--- config.mk ---
export PLATFORM = sky130hd
export DESIGN_NAME = fir_decim_flat
export DESIGN_NICKNAME = d
export VERILOG_FILES = /design/src/rtl/fir_decim_if.sv /design/src/rtl/fir_decim.sv /design/src/flat_wrapper.sv
export SDC_FILE = /design/constraint.sdc
export NUM_CORES = 1
export LEC_CHECK = 0
export ABC_AREA = 1
export BUFFER_PORTS_ARGS = -buffer_cell sky130_fd_sc_hd__buf_2
export CAP_MARGIN = 30
export CORE_MARGIN = 3
export CORE_UTILIZATION = 35
export CTS_CLUSTER_DIAMETER = 150
export DETAILED_ROUTE_END_ITERATION = 7
export PLACE_DENSITY_LB_ADDON = 0.08
export SETUP_SLACK_MARGIN = 0.4
export SLEW_MARGIN = 5
export SYNTH_ARGS = -nofsm -noshare
export SYNTH_HDL_FRONTEND = slang
export SYNTH_SLANG_ARGS = --single-unit
--- constraint.sdc ---
create_clock -name clk -period 5.5 [get_ports clk]
set_input_delay 1.375 -clock clk [delete_from_list [all_inputs] [get_ports clk]]
set_output_delay 1.375 -clock clk [all_outputs]
set_load 0.02 [all_outputs]
--- src/rtl/fir_decim_if.sv ---
// Output sample stream of the fir_decim decimator: valid/ready handshake with a 16-bit signed
// payload.
interface fir_decim_if;
   logic               m_valid;
   logic               m_ready;
   logic signed [15:0] m_data;

   modport master (output m_valid, output m_data, input m_ready);
   modport slave  (input m_valid, input m_data, output m_ready);
endinterface

--- src/rtl/fir_decim.sv ---
// Decimator after the FIR stage: keeps one of every DECIM samples (or the boxcar average of
// each group when FIR_DECIM_AVG_EN is defined), applies a saturating gain and queues in a FWFT FIFO.
module fir_decim #(
   parameter int unsigned DECIM      = 4,
   parameter int unsigned DEPTH      = 4,
   parameter int unsigned GAIN_SHIFT = 0
) (
   input  logic                    clk,
   input  logic                    rstn,
   input  logic                    cke,
   input  logic signed [15:0]      din,
   input  logic                    phase_clr,
   fir_decim_if.master             m,
   output logic [$clog2(DEPTH):0]  level,
   output logic                    ovf,
   input  logic                    ovf_clr
);

   localparam int unsigned CW = (DECIM > 1) ? $clog2(DECIM) : 1;
   localparam int unsigned AW = $clog2(DEPTH);
   localparam logic [CW-1:0] CNT_LAST = CW'(DECIM - 1);
   // A phase_clr sample counts as phase 0, so the counter resumes at 1.
   localparam logic [CW-1:0] CNT_CLR  = (DECIM > 1) ? CW'(1) : '0;
   localparam logic [AW:0]   CNT_FULL = (AW + 1)'(DEPTH);
   localparam logic [AW:0]   CNT_ONE  = (AW + 1)'(1);

   logic [CW-1:0] cnt_q, cnt_d;

   always_comb begin
      cnt_d = cnt_q;
      if (phase_clr) begin
         cnt_d = cke ? CNT_CLR : '0;
      end else if (cke) begin
         cnt_d = (cnt_q == CNT_LAST) ? '0 : cnt_q + 1'b1;
      end
   end

   always_ff @(posedge clk or negedge rstn) begin
      if (!rstn) begin
         cnt_q <= '0;
      end else begin
         cnt_q <= cnt_d;
      end
   end

   logic               cand;
   logic signed [15:0] cand_val;

`ifdef FIR_DECIM_AVG_EN
   localparam int unsigned LG = $clog2(DECIM);
   localparam int unsigned SW = 16 + LG;

   logic signed [SW-1:0] acc_q, sum;

   always_comb begin
      sum = SW'(din);
      if (!phase_clr && (cnt_q != '0)) begin
         sum = acc_q + SW'(din);
      end
      cand     = cke && (phase_clr ? (DECIM == 1) : (cnt_q == CNT_LAST));
      cand_val = 16'(sum >>> LG);
   end

   always_ff @(posedge clk or negedge rstn) begin
      if (!rstn) begin
         acc_q <= '0;
      end else if (cke) begin
         acc_q <= sum;
      end
   end
`else
   assign cand     = cke && (phase_clr || (cnt_q == '0));
   assign cand_val = din;
`endif

   logic signed [23:0] t;
   logic signed [15:0] gained;

   always_comb begin
      t = 24'(cand_val) <<< GAIN_SHIFT;
      if (t > 24'sd32767) begin
         gained = 16'sh7FFF;
      end else if (t < -24'sd32768) begin
         gained = 16'sh8000;
      end else begin
         gained = t[15:0];
      end
   end

   logic signed [15:0] mem_q [DEPTH];
   logic [AW-1:0]      wptr_q, rptr_q, rnext;
   logic [AW:0]        count_q, count_d;
   logic signed [15:0] head_q, head_d;
   logic               ovf_q;
   logic               pop, full, push, drop;

   always_comb begin
      pop   = (count_q != '0) && m.m_ready;
      full  = (count_q == CNT_FULL);
      push  = cand && (!full || pop);
      drop  = cand && full && !pop;
      rnext = rptr_q + 1'b1;

      count_d = count_q;
      case ({push, pop})
         2'b10:   count_d = count_q + 1'b1;
         2'b01:   count_d = count_q - 1'b1;
         default: count_d = count_q;
      endcase

      // Head register tracks the entry at rptr so m_data stays a flop output.
      head_d = head_q;
      if (pop && (count_q > CNT_ONE)) begin
         head_d = mem_q[rnext];
      end else if (push && ((count_q == '0) || (pop && (count_q == CNT_ONE)))) begin
         head_d = gained;
      end
   end

   always_ff @(posedge clk) begin
      if (push) begin
         mem_q[wptr_q] <= gained;
      end
   end

   always_ff @(posedge clk or negedge rstn) begin
      if (!rstn) begin
         wptr_q  <= '0;
         rptr_q  <= '0;
         count_q <= '0;
         head_q  <= '0;
         ovf_q   <= 1'b0;
      end else begin
         if (push) begin
            wptr_q <= wptr_q + 1'b1;
         end
         if (pop) begin
            rptr_q <= rnext;
         end
         count_q <= count_d;
         head_q  <= head_d;
         if (drop) begin
            ovf_q <= 1'b1;
         end else if (ovf_clr) begin
            ovf_q <= 1'b0;
         end
      end
   end

   assign m.m_valid = (count_q != '0);
   assign m.m_data  = head_q;
   assign level     = count_q;
   assign ovf       = ovf_q;

endmodule

--- src/flat_wrapper.sv ---
// flat-port wrapper written by rule: the top's interface ports become plain ports
module fir_decim_flat 
#(
   parameter int unsigned DECIM      = 4,
   parameter int unsigned DEPTH      = 4,
   parameter int unsigned GAIN_SHIFT = 0
)
  (clk, rstn, cke, din, phase_clr, level, ovf, ovf_clr, m_m_valid, m_m_data, m_m_ready);
  fir_decim_if m_i ();
  input  logic clk;
  input  logic rstn;
  input  logic cke;
  input  logic signed [15:0] din;
  input  logic phase_clr;
  output logic [$clog2(DEPTH):0] level;
  output logic ovf;
  input  logic ovf_clr;
  output wire logic [$bits(m_i.m_valid)-1:0] m_m_valid;
  output wire logic [$bits(m_i.m_data)-1:0] m_m_data;
  input wire logic [$bits(m_i.m_ready)-1:0] m_m_ready;
  assign m_m_valid = m_i.m_valid;
  assign m_m_data = m_i.m_data;
  assign m_i.m_ready = m_m_ready;
  fir_decim #(.DECIM(DECIM), .DEPTH(DEPTH), .GAIN_SHIFT(GAIN_SHIFT)) u_core (.clk(clk), .rstn(rstn), .cke(cke), .din(din), .phase_clr(phase_clr), .m(m_i), .level(level), .ovf(ovf), .ovf_clr(ovf_clr));
endmodule
==> summary.md <==
| Metric | Value |
|---|---|
| Number of global-route vias before repair | `2597` |
| Number of top-level pins | `43` |
| Cell area after placement | `4380 um^2` |
| Count of flip-flops with a built-in enable after synthesis | `64` |
| Worst slew pin tran | `668 ps` |
| Share of the clock period used by the worst path after layout | `51.5%` |
| Global-route wire length before repair | `13.9 mm` |
| Total Routing Usage GR | `14.3%` |
| Final Hold Violating Endpoints | `0` |
| Prevailing post-synth register cell | `edfxtp_1` |
| Pin count of the biggest net entering global routing | `35` |
| Number of gates given a new drive strength after cts | `0` |
| Buffer cell driving the clock tree root | `clkbuf_16` |
| Number of clock sinks | `90` |
| Iteration-0 DRC count of the detailed router | `144` |
| Yosys top cell area share | `47.1%` |
| Post-detailed-route count of antenna-violating nets | `0` |
| Hold depth | `2` |
| Sequential cell area fraction in the yosys report | `63.1%` |
| Number of buffers between clock root and the deepest sink | `2` |
| Clock skew | `8.45 ps` |
| Source of the worst hold timing path | `u_core.m.m_data[8]` |
| Final instance area | `4740 um^2` |
| Met1 usage | `18.5%` |
| Cell count of the worst reg-to-reg path | `8` |
| Startpoint type of the worst setup path | `flop` |
| Total of warnings raised by yosys | `0` |
| Initial core utilization | `36.6%` |
| Level count of the clock H-tree | `3` |
| GPL Wtd Cong | `0.743` |
| Detailed-router iteration count before antenna repair | `5` |
| Total Power Consumption | `2.61 mW` |
| Post-synth top area cell | `edfxtp_1` |
| Most common cell in the synthesized netlist | `nand2_1` |
| Peak clock frequency supported by timing | `353 MHz` |
| Slack of the worst reg-to-reg path | `3390 ps` |
| Number of buffers added for setup after CTS | `0` |
| Post-synthesis cell count | `425` |
| Post-synth top cells | `nand2_1 (131), edfxtp_1 (64), inv_1 (52)` |
| Adder and majority gate portion of the synthesized area | `2.76%` |
| Multiplexer share of the synthesized area | `0%` |
| Inserted Diodes | `0` |
| Horizontal die dimension | `114 um` |
| Worst reg2reg path startpoint | `u_core.level[0]` |
| CP Class | `flop to output port` |
| Die area | `13000 um^2` |
| Max Transition Viols Final | `0` |
| Biggest area contributors in the synthesized netlist | `edfxtp_1 (47%), dfrtp_1 (16%), nand2_1 (12%)` |
| Power density over the cells | `551 nW/um^2` |
| Max FO, Critical Path | `5` |
| Place WS | `2740 ps` |
| Post-synthesis to final-layout area growth | `16.4%` |
| Worst slew margin | `55.5%` |
| Number of rows in the core area | `38` |
| Met2 demand-to-capacity share in global routing | `23.2%` |
| CTS tree | `done` |
| Fin nets | `486` |
| Post-Synth Simple-Gate Area | `22.6%` |
| Mapped Nets | `456` |
| RSZ-0062 raised after global routing | `no` |
| TritonCTS Buffers | `9` |
| Destination of the worst register-to-register timing path | `u_core.m.m_data[12]` |
| HPWL after detailed placement | `5.27 mm` |
| Async set-or-reset flop fraction in the synthesized netlist | `28.9%` |
| Source-to-sink clock delay at the later pin of the worst-skew pair | `340 ps` |
| Buffers added on ports | `42` |
| Seq cells post-synth | `90` |
| Setup violators final | `0` |
| Required time of the critical path | `4120 ps` |
| Routing usage on met3 | `3.77%` |
| Routed wire length | `8.52 mm` |
| Standard cell core area | `11100 um^2` |
| Clock period minus final worst setup slack | `2830 ps` |
| Peak VDD IR | `0.000299 V` |
| CP endpoint kind | `output port` |
| Number of maximum-capacitance constraint violations | `0` |
| DR vias | `2672` |
| Number of distinct library cells after synthesis | `22` |
| Die height | `114 um` |
| Average vias per placed instance | `4.45` |
| Outcome | `complete, no violations` |
| Util after Layout | `42.6%` |
| Leak pwr | `2.21 nW` |
| Post-synthesis compound-gate area fraction | `2.95%` |
| Worst Path Arrival | `1460 ps` |
| End point of the most critical hold path | `u_core.m.m_data[8]` |
| Dominant combinational cell family by area after synthesis | `simple AND/OR/NAND/NOR gates` |
| Fraction of final layout cells with drive strength greater than 1 | `17.0%` |
| Final worst-path setup slack | `2670 ps` |
| Global route total overflow | `0` |
| Summed negative setup slack over all endpoints | `0 ps` |
| Clock transition at path regs | `70 ps` |
| Syn Area/Cell | `9.59 um^2` |
| Post-detailed-route wirelength per cell | `14.2 um` |
| Drt drc | `0` |
| Number of hold buffers added after cts | `0` |
| Top Usage Layer GRT | `met2` |
| Post-Synth XOR/XNOR Area | `0.645%` |
| Number of antenna violations at the first check in global routing | `0` |
| HP Class | `flop to flop` |
| Post-synthesis instance area | `4080 um^2` |
==> worst max-delay path by stage <==
stage	from	end	slack [ps]	cells after the start
2_1_floorplan	cke	u_core.mem_q[0][0]	2620	4
3_3_place_gp	cke	u_core.mem_q[3][14]	2730	6
3_5_place_dp	cke	u_core.mem_q[0][12]	2740	6
4_1_cts	u_core.level[0]	m_m_valid	2640	4
5_1_grt	u_core.level[0]	m_m_valid	2580	4
6_report	u_core.level[0]	m_m_valid	2670	4
==> cell usage in the layout, fill, tap and decap left out, drive strengths merged <==
cell      Yosys  routed
edfxtp       64      64
inv          54      54
clkbuf       21       9
buf           7      47
nand3        28      28
nor2         39      39
a21oi         2       2
clkinvlp      0       1
bufinv        0       4
xor2          3       3
nand2       135     135
ha            9       9
or2          16      16
o22ai         1       1
o21ai        20      20
clkinv        0       2
dfrtp        26      26
==> cell type report <==
cell class | instances | area (um^2)
clock buffers | 9 | 225
flip-flops and latches | 90 | 2570
well taps | 140 | 175
fillers | 1106 | 6380
multi-input cells | 253 | 1180
clock inverters | 7 | 141
inverters | 54 | 203
repair buffers | 47 | 248
==> registers in the layout (all words and copies together), names as in the netlist <==
| register | count |
|---|---|
| u_core.level | 3 |
| u_core.rptr_q | 2 |
| u_core.m.m_data | 16 |
| u_core.wptr_q | 2 |
| u_core.cnt_q | 2 |
| u_core.ovf | 1 |
| u_core.mem_q | 64 |
==> logic make-up (layout without fill, tap and decap cells) <==
group,after synthesis,after routing
compound gates,23,23
xor+xnor,3,3
fa+ha+maj,9,9
buf+inv,82,117
flops,90,90
simple gates,218,218
==> power by group <==
part	internal, mW	switching (mW)
Combinational	0.276	0.606
Sequential	0.894	0.0904
Clock	0.490	0.256
==> through the flow <==
stage | cells | hold WS, ps
floorplan | 425 | 508
global placement | 584 | 467
detailed placement | 584 | 465
CTS | 600 | 482
global route | 600 | 508
finish | 600 | 479
==> layer usage <==
layer / vias to the layer above / part of all wire, %
li1: 1384 / -
met1: 1235 / 46
met2: 47 / 49
met3: 6 / 4.1
met4: 0 / 0.87
met5: - / 0
==> critical path: stages, from the launching register on <==
cell and delay, ps:
dfrtp_1 430, inv_1 100, ha_1 270, nand2_2 140, buf_2 170
Note: power is estimated with default switching activity, not from simulation.
